## src/rtl/decoder4to16_seq.sv

```systemverilog
// Registered 4-to-16 one-hot decoder with a single output slot and valid/ready handshake.
// Define DECODER4TO16_SEQ_SCAN_EN to compile in the self-test scan walk (IDLE/SCAN FSM).
module decoder4to16_seq #(
    parameter int unsigned SCAN_DWELL = 10
) (
    input  logic        clk,
    input  logic        rst,
    input  logic [3:0]  i,
    input  logic        i_valid,
    output logic        i_ready,
    input  logic        scan_start,
    output logic [15:0] o,
    output logic        o_valid,
    input  logic        o_ready,
    output logic        busy
);

    logic       slot_free;
    logic       in_load;
    logic       scan_load;
    logic [3:0] load_code;

    assign slot_free = !o_valid || o_ready;
    assign in_load   = i_valid && i_ready;

`ifdef DECODER4TO16_SEQ_SCAN_EN
    localparam logic [0:0] ST_IDLE      = 1'b0;
    localparam logic [0:0] ST_SCAN      = 1'b1;
    localparam logic [7:0] DWELL_RELOAD = 8'(SCAN_DWELL - 1);

    logic [0:0] state;
    logic [3:0] code;
    logic [7:0] dwell;

    assign i_ready   = !rst && (state == ST_IDLE) && !scan_start && slot_free;
    assign scan_load = (state == ST_SCAN) && (dwell == '0) && slot_free;
    assign busy      = (state == ST_SCAN);
    assign load_code = scan_load ? code : i;

    // A blocked slot leaves dwell parked at zero, so the pending code is retried, not skipped.
    always_ff @(posedge clk) begin
        if (rst) begin
            state <= ST_IDLE;
            code  <= '0;
            dwell <= '0;
        end else if (state == ST_IDLE) begin
            if (scan_start) begin
                state <= ST_SCAN;
                code  <= '0;
                dwell <= '0;
            end
        end else if (scan_load) begin
            dwell <= DWELL_RELOAD;
            if (code == 4'd15) begin
                state <= ST_IDLE;
            end else begin
                code <= code + 4'd1;
            end
        end else if (dwell != '0) begin
            dwell <= dwell - 8'd1;
        end
    end
`else
    logic unused_scan;

    assign i_ready     = !rst && slot_free;
    assign scan_load   = 1'b0;
    assign busy        = 1'b0;
    assign load_code   = i;
    assign unused_scan = ^{scan_start, 8'(SCAN_DWELL)};
`endif

    always_ff @(posedge clk) begin
        if (rst) begin
            o       <= '0;
            o_valid <= 1'b0;
        end else if (in_load || scan_load) begin
            o       <= 16'd1 << load_code;
            o_valid <= 1'b1;
        end else if (o_ready) begin
            o_valid <= 1'b0;
        end
    end

endmodule

```

## config.mk

```make
export PLATFORM = sky130hd
export DESIGN_NAME = decoder4to16_seq
export DESIGN_NICKNAME = d
export VERILOG_FILES = /design/src/rtl/decoder4to16_seq.sv
export SDC_FILE = /design/constraint.sdc
export NUM_CORES = 1
export LEC_CHECK = 0
export BUFFER_PORTS_ARGS = -buffer_cell sky130_fd_sc_hd__buf_2
export CAP_MARGIN = 25
export CELL_PAD_IN_SITES_DETAIL_PLACEMENT = 0
export CELL_PAD_IN_SITES_GLOBAL_PLACEMENT = 1
export CORE_AREA = 2 2 42 83
export DETAILED_ROUTE_END_ITERATION = 10
export DIE_AREA = 0 0 44 85
export GPL_TIMING_DRIVEN = 0
export PLACE_DENSITY = 0.62
export SLEW_MARGIN = 20
export SYNTH_ARGS = -nofsm -noshare
export SYNTH_HDL_FRONTEND = slang
export SYNTH_SLANG_ARGS = --single-unit
export TNS_END_PERCENT = 100
```

## constraint.sdc

```tcl
create_clock -name clk -period 1.1 [get_ports clk]
set_clock_uncertainty 0.15 [all_clocks]
set_input_delay 0.22 -clock clk [delete_from_list [all_inputs] [get_ports clk]]
set_output_delay 0.22 -clock clk [all_outputs]
set_load 0.005 [all_outputs]
```

# Word level (Yosys, flattened, before mapping)
# Cells that the tools add are included.
# word_totals
register_bits,17
output_inout_bits,19
# classes
muxes,2
n_shift,1
n_reduce_logical,6
# op_table
op,n
"1-bit by 4-bit << shifter with 16-bit output, first input constant",1
1-bit logical AND,2
1-bit logical NOT,2
1-bit two-way mux,2
2-bit nonzero test,1
1-bit logical OR,1

# Logic depth before layout (Yosys ltp)
# Gate-level depths: netlist (run 1).
# depth
word_depth,5
ltp_mapped,5
ltp_nobuf,3

# Worst setup path after synthesis (run 1)
# Ideal clock, no wire load.
# synth_path
path_kind,register -> register
from,reg o_valid
to,reg o[0]
setup_time_ns,0.132
period_less_slack_ns,1.156
path_stages_with_launch,5
t_arrival_ns,0.874
setup_slack_ns,-0.056
t_required_ns,0.818
path_cell_list,dfxtp_1 > and2b_1 > buf_2 > o21ai_0 > a21oi_1
# synth_via
elab_chain_len,4
# synth_rtl
element,line,text
"start, declared",13,"output logic o_valid,"
"start signal, assigned",76,o_valid <= 1'b0;
"start signal, assigned",79,o_valid <= 1'b1;
"start signal, assigned",81,o_valid <= 1'b0;
1-bit logical NOT,23,assign slot_free = !o_valid || o_ready;
1-bit logical OR,23,
1-bit logical AND,66,assign i_ready = !rst && slot_free;
1-bit logical AND,24,assign in_load = i_valid && i_ready;
"end signal, assigned",78,o <= 16'd1 << load_code;
"end, declared",12,"output logic [15:0] o,"
# Every way passes these cells.
# A chain may end at the register's enable or synchronous reset.

# Worst setup path after layout (run 1)
# layout_path
from,reg o_valid
to,out i_ready
# layout_via
elab_chain_len,3
# layout_rtl
element,line,text
1-bit logical NOT,23,
1-bit logical OR,23,
1-bit logical AND,66,
"end, declared",10,"output logic i_ready,"
# Every way passes these cells.

==> results of run 1 <==
kinds of logic after synthesis:
kind of cell,Yosys count
DFF,17
and+or+nand+nor,37
AOI/OAI and AO/OA,27
other,1
buffers and inverters,9
layer usage:
metal	GRT usage	vias to the layer above	part of all wire	routed length, um
li1	-	394	-	-
met1	0.149	359	0.35	775
met2	0.225	17	0.59	1300
met3	0.0149	5	0.035	78
met4	0.0661	0	0.024	53
met5	0	-	0	0
critical path, delay by kind of cell, from the launching register on:
family | cells | cell delay [ns]
flip-flops | 1 | 0.32
AND/OR/NAND/NOR | 2 | 0.26
buffers and inverters | 2 | 0.24
layout by cell type, fill, tap and decap left out, drive strengths merged:
cell     n
a21oi   11
nand2b   7
dfxtp   17
and2b    1
clkbuf   5
nand4   16
nor2b    5
and2     2
nor2     6
buf     39
o21ai   16
conb     1
flip-flops by register name, summed over array words and instances (netlist names):
register  cells
o            16
o_valid       1
final timing paths:
kind | slack (ns) | cells after the start | end
worst min-delay path | 0.12 | 3 | o_valid
worst max register to register | -0.28 | 6 | o[11]
worst min register to register | 0.30 | 2 | o[14]
worst max-delay path | -0.34 | 4 | i_ready
area by class of cell:
type,instances,area [um2],share of cell area
plain buffers,8,70.1,0.0596
clock buffers,4,45.0,0.0383
multi-input cells,65,463,0.394
flip-flops and latches,17,355,0.302
well taps,31,38.8,0.0330
repair buffers,32,204,0.173
where the power goes:
group / total [mW] / leakage (nW) / internal, mW / switching, mW
Combinational: 0.202 / 0.316 / 0.0921 / 0.110
Sequential: 0.631 / 0.143 / 0.626 / 0.00532
Clock: 0.479 / 0.0228 / 0.258 / 0.221
timing repair:
item	in CTS	in global routing
gates resized for setup	16	32
endpoints found under the setup margin	15	27
setup buffers	4	3
pin swaps	8	5
hold buffers	0	0
per-stage QoR:
step / instances / setup TNS [ns] / hold WS, ns / util / cell area [um2]
detailed placement: 147 / -3.65 / 0.318 / 0.304 / 950
CTS: 155 / -2.37 / 0.106 / 0.342 / 1070
global placement: 147 / -3.41 / 0.313 / 0.304 / 950
floorplan: 91 / 0 / 0.191 / - / 786
global route: 157 / -4.98 / 0.135 / 0.377 / 1180
finish: 157 / -4.07 / 0.116 / 0.377 / 1180
==> qor.yml, run 1 <==
die_x_um: 44
vias_per_cell: 4.94
gp_congestion: 0.779
yosysMostFrequentCell: "dfxtp_1"
core_um2: 3120
slew_violations: 0
row_count: 29
violations: "negative setup slack"
antenna-diode-count: 0
overflow: 0
wire_per_inst_um: 14.0
dr.pass1.iters: 4
synth-xor-area-share: 0
crit_type: "reg2out"
yosys.area_share.simple: 0.289
total_power_mw: 1.31
min_period_over_period: 1.31
ir_drop_mv: 0.536
yosysTopAreaCellShare: 0.451
max_freq_mhz: 693
dieHeight_um: 85
hold_path_class: "in2reg"
synth_mux_area_frac: 0
die_area_um2: 3740
setup_viol: 19
syn_nets: 100
synth_top_family_by_area: "simple AND/OR/NAND/NOR gates"
synthTopCellsByArea: "dfxtp_1 (45%), nand4_1 (13%), a21oi_1 (7.3%)"
synth-edff-count: 0
crit_path_start: "o_valid"
cp_max_fo: 2
drt_iter0_markers: 16
dp_hpwl_um: 1600
grt_pass1_vias: 775
syn2layout_area_growth_pct: 55.9
status: "finished, violations left"
syn_area_um2: 754
r2r_start: "o_valid"
cpMaxStageDelayCell: "dfxtp_2"
maxCapViolations: 0
ys_async_sr_fraction: 0
antenna_found_initial: 0
drive_gt1_frac: 0.611
fillers: 340
synth_compound_area_frac: 0.179
yosysSeqAreaShare: 0.451
p_per_area_nw_per_um2: 1120
ys_warn_count: 0
cts_max_path_buffers: 2
initial_core_util: 0.242
hold_viol: 0
totalWireLength_um: 2200
dominantRegCellSynth: "dfxtp_1"
clock_sinks: 17
portBuffers: 25
synth.top_cells.by_count: "dfxtp_1 (17), nand4_1 (16), a21oi_1 (11)"
layout_setup_ws_ns: -0.343
pre_cts_ws_ns: -0.301
root_buffer: "clkbuf_8"
cp_cell_sequence: "and2b_2, buf_6, nor2_4, buf_2"
synthCells: 91
drc: 0
grt_max_degree: 11
cts_tree: "yes"
total_leakage_power_nw: 0.482
synth_fa_ha_area_frac: 0
cp.arrival_ns: 1.07
period_minus_slack_ns: 1.44
ant_nets: 0
worstHoldStart: "i_valid"
numCtsBuffers: 3
avgSynthCellArea_um2: 8.29
ys_seq_elements: 17
h-tree-depth: 1
grt_pass1_wl_um: 3630
end_kind: "output pin"
clk_latency_ns: 0.26
netlist-cell-type-count: 15
path_clk_slew_ns: 0.07
worst_ep_required_time_ns: 0.73
vias: 775
crit_path_start_kind: "flop"
critPathMaxStageDelay_ns: 0.32
grt_usage: 0.130
rsz0062_at_grt: "yes"
io_pins: 28
synth_largest_area_cell: "dfxtp_1"
nNetsFinal: 136
Power figures use the tool's default switching activity.
==> run 2: changes to the inputs <==
Settings changed: CORE_AREA 2 2 42 83 to 2 2 54 56, DIE_AREA 0 0 44 85 to 0 0 56 58, PLACE_DENSITY 0.62 to 0.71.
==> run 2 against run 1 <==
The flow still finishes with violations (negative setup slack). Power decreased by 11%. Combinational power increased by 3%. Via count increased by 4.1%. Register-to-register slack about the same. Sequential power about the same. Fmax decreased by 2.5%. Final cell count increased by 5.7%. Clock power decreased by 30%. Die area decreased by 13%. Utilization increased by 8.5 points. First-iteration DRC count unchanged. Worst hold slack got worse by 0.045 ns. Largest power group unchanged.
==> qor.yml, run 2 (synthesis gave the netlist of run 1 again) <==
status: "finished, violations left"
violations: "negative setup slack"
totalWireLength_um: 2130  # -3.2%
antenna-diode-count: 0  # unchanged
clk_latency_ns: 0.29  # +0.03 ns
cp.arrival_ns: 1.11  # +0.04 ns
largest_reg_flops: 16  # unchanged
wire_per_inst_um: 12.9  # -8.4%
nNetsFinal: 145  # +6.6%
portBuffers: 25  # unchanged
r2r_start: "o_valid"
grt_pass1_wl_um: 3570  # -1.7%
rsz0062_at_grt: "yes"
ir_drop_mv: 0.671  # +25%
hold_path_class: "in2reg"
cts_tree: "yes"
finalSetupTns_ns: -3.63  # +0.439 ns
dp_hpwl_um: 1410  # -12%
grt_max_degree: 11  # unchanged
grt_usage: 0.143  # +0.0129
p_per_area_nw_per_um2: 953  # -15%
layout_setup_ws_ns: -0.379  # -0.0363 ns
hold_viol: 0  # unchanged
total_leakage_power_nw: 0.522  # +8.3%
drc: 0  # unchanged
die_area_um2: 3250  # -13%
total_power_mw: 1.17  # -11%
crit_path_start: "o_valid"
maxCapViolations: 0  # unchanged
clock_sinks: 17  # unchanged
crit_type: "reg2out"
root_buffer: "clkbuf_4"
syn2layout_area_growth_pct: 63.0
place_inst: 147  # unchanged
worst_ep_required_time_ns: 0.73  # about the same
period_minus_slack_ns: 1.48  # +0.0363 ns
vias_per_cell: 4.86  # -1.5%
slew_violations: 0  # unchanged
gp_congestion: 0.752  # -3.5%
die_x_um: 56  # +27%
final_cells: 166  # +5.7%
overflow: 0  # unchanged
io_pins: 28  # unchanged
setup_viol: 28  # +9
drt_iter0_markers: 16  # unchanged
core_um2: 2660  # -15%
crit_path_start_kind: "flop"
final_common_cell: "buf_2"
max_freq_mhz: 676  # -2.5%
cts_max_path_buffers: 2  # unchanged
cp_max_fo: 2  # unchanged
initial_core_util: 0.283  # +0.0416
path_clk_slew_ns: 0.11  # +0.04 ns
grt_pass1_vias: 825  # +6.5%
largestRegisters: "o (16), o_valid (1)"
h-tree-depth: 1  # unchanged
numCtsBuffers: 3  # unchanged
final_area_um2: 1230  # +4.6%
antenna_found_initial: 0  # unchanged
largest-register: "o"
row_count: 19  # -34%
vias: 807  # +4.1%
placed_area_um2: 950  # unchanged
ant_nets: 0  # unchanged
worstHoldStart: "i_valid"
mostFrequentLayoutCells: "buf_2 (21), dfxtp_2 (17), nand4_1 (16)"
dieHeight_um: 58  # -32%
end_kind: "output pin"
min_period_over_period: 1.34  # +0.0330
drive_gt1_frac: 0.644  # +0.0333
dr.pass1.iters: 2  # -2
==> run 2: changes by cell type in the layout (fill, tap and decap cells not counted), sizes merged <==
cell,before,now
clkinv,0,1
clkbuf,5,4
buf,39,48
==> run 2: cell type report <==
type	count	area (um2)
clock inverter	1	5.00
timing repair buffer	41	295
tap	31	38.8
buffer	8	70.1
fill	278	1430
sequential	17	362
multi-input combinational	65	437
clock buffer	3	22.5
==> run 2: critical path, stage by stage (launching register included) <==
cell     delay (ns)
dfxtp_2        0.33
and2b_2        0.20
buf_6          0.12
nor2_4         0.05
buf_2          0.11
==> run 2: what timing repair did <==
action	in CTS	in global routing
buffers inserted	10	5
resized for setup	42	11
endpoints found under the setup margin	32	35
cloned	2	0
pin swaps	9	6
hold buffers	0	0
==> run 2: path summary, 6_finish.rpt <==
path | endpoint | slack [ns] | cells past startpoint
worst max-delay path | i_ready | -0.38 | 4
worst min-delay path | o_valid | 0.07 | 3
worst max register to register | o[3] | -0.27 | 6
worst min register to register | o[13] | 0.31 | 2
==> run 2: report_power, final <==
group / total [mW] / internal (mW) / switching, mW
sequential: 0.631 / 0.626 / 0.00497
combinational: 0.208 / 0.0998 / 0.109
clock: 0.333 / 0.135 / 0.198
total: 1.17 / 0.861 / 0.312
==> run 2: per-stage QoR <==
stage               hold slack (ns)  utilization  setup WS [ns]
global route                 0.0968        0.462         -0.415
detailed placement            0.319        0.357         -0.199
finish                       0.0709        0.462         -0.379
CTS                          0.0467        0.436         -0.377
floorplan                     0.191            -       0.000197
global placement              0.310        0.357         -0.206
==> run 2: routing by layer <==
layer	vias to the layer above	global-route usage	wire length [um]
li1	416	-	-
met2	14	0.244	1050
met1	375	0.172	982
met4	0	0.0714	17
met5	-	0	0
met3	2	0.0268	87
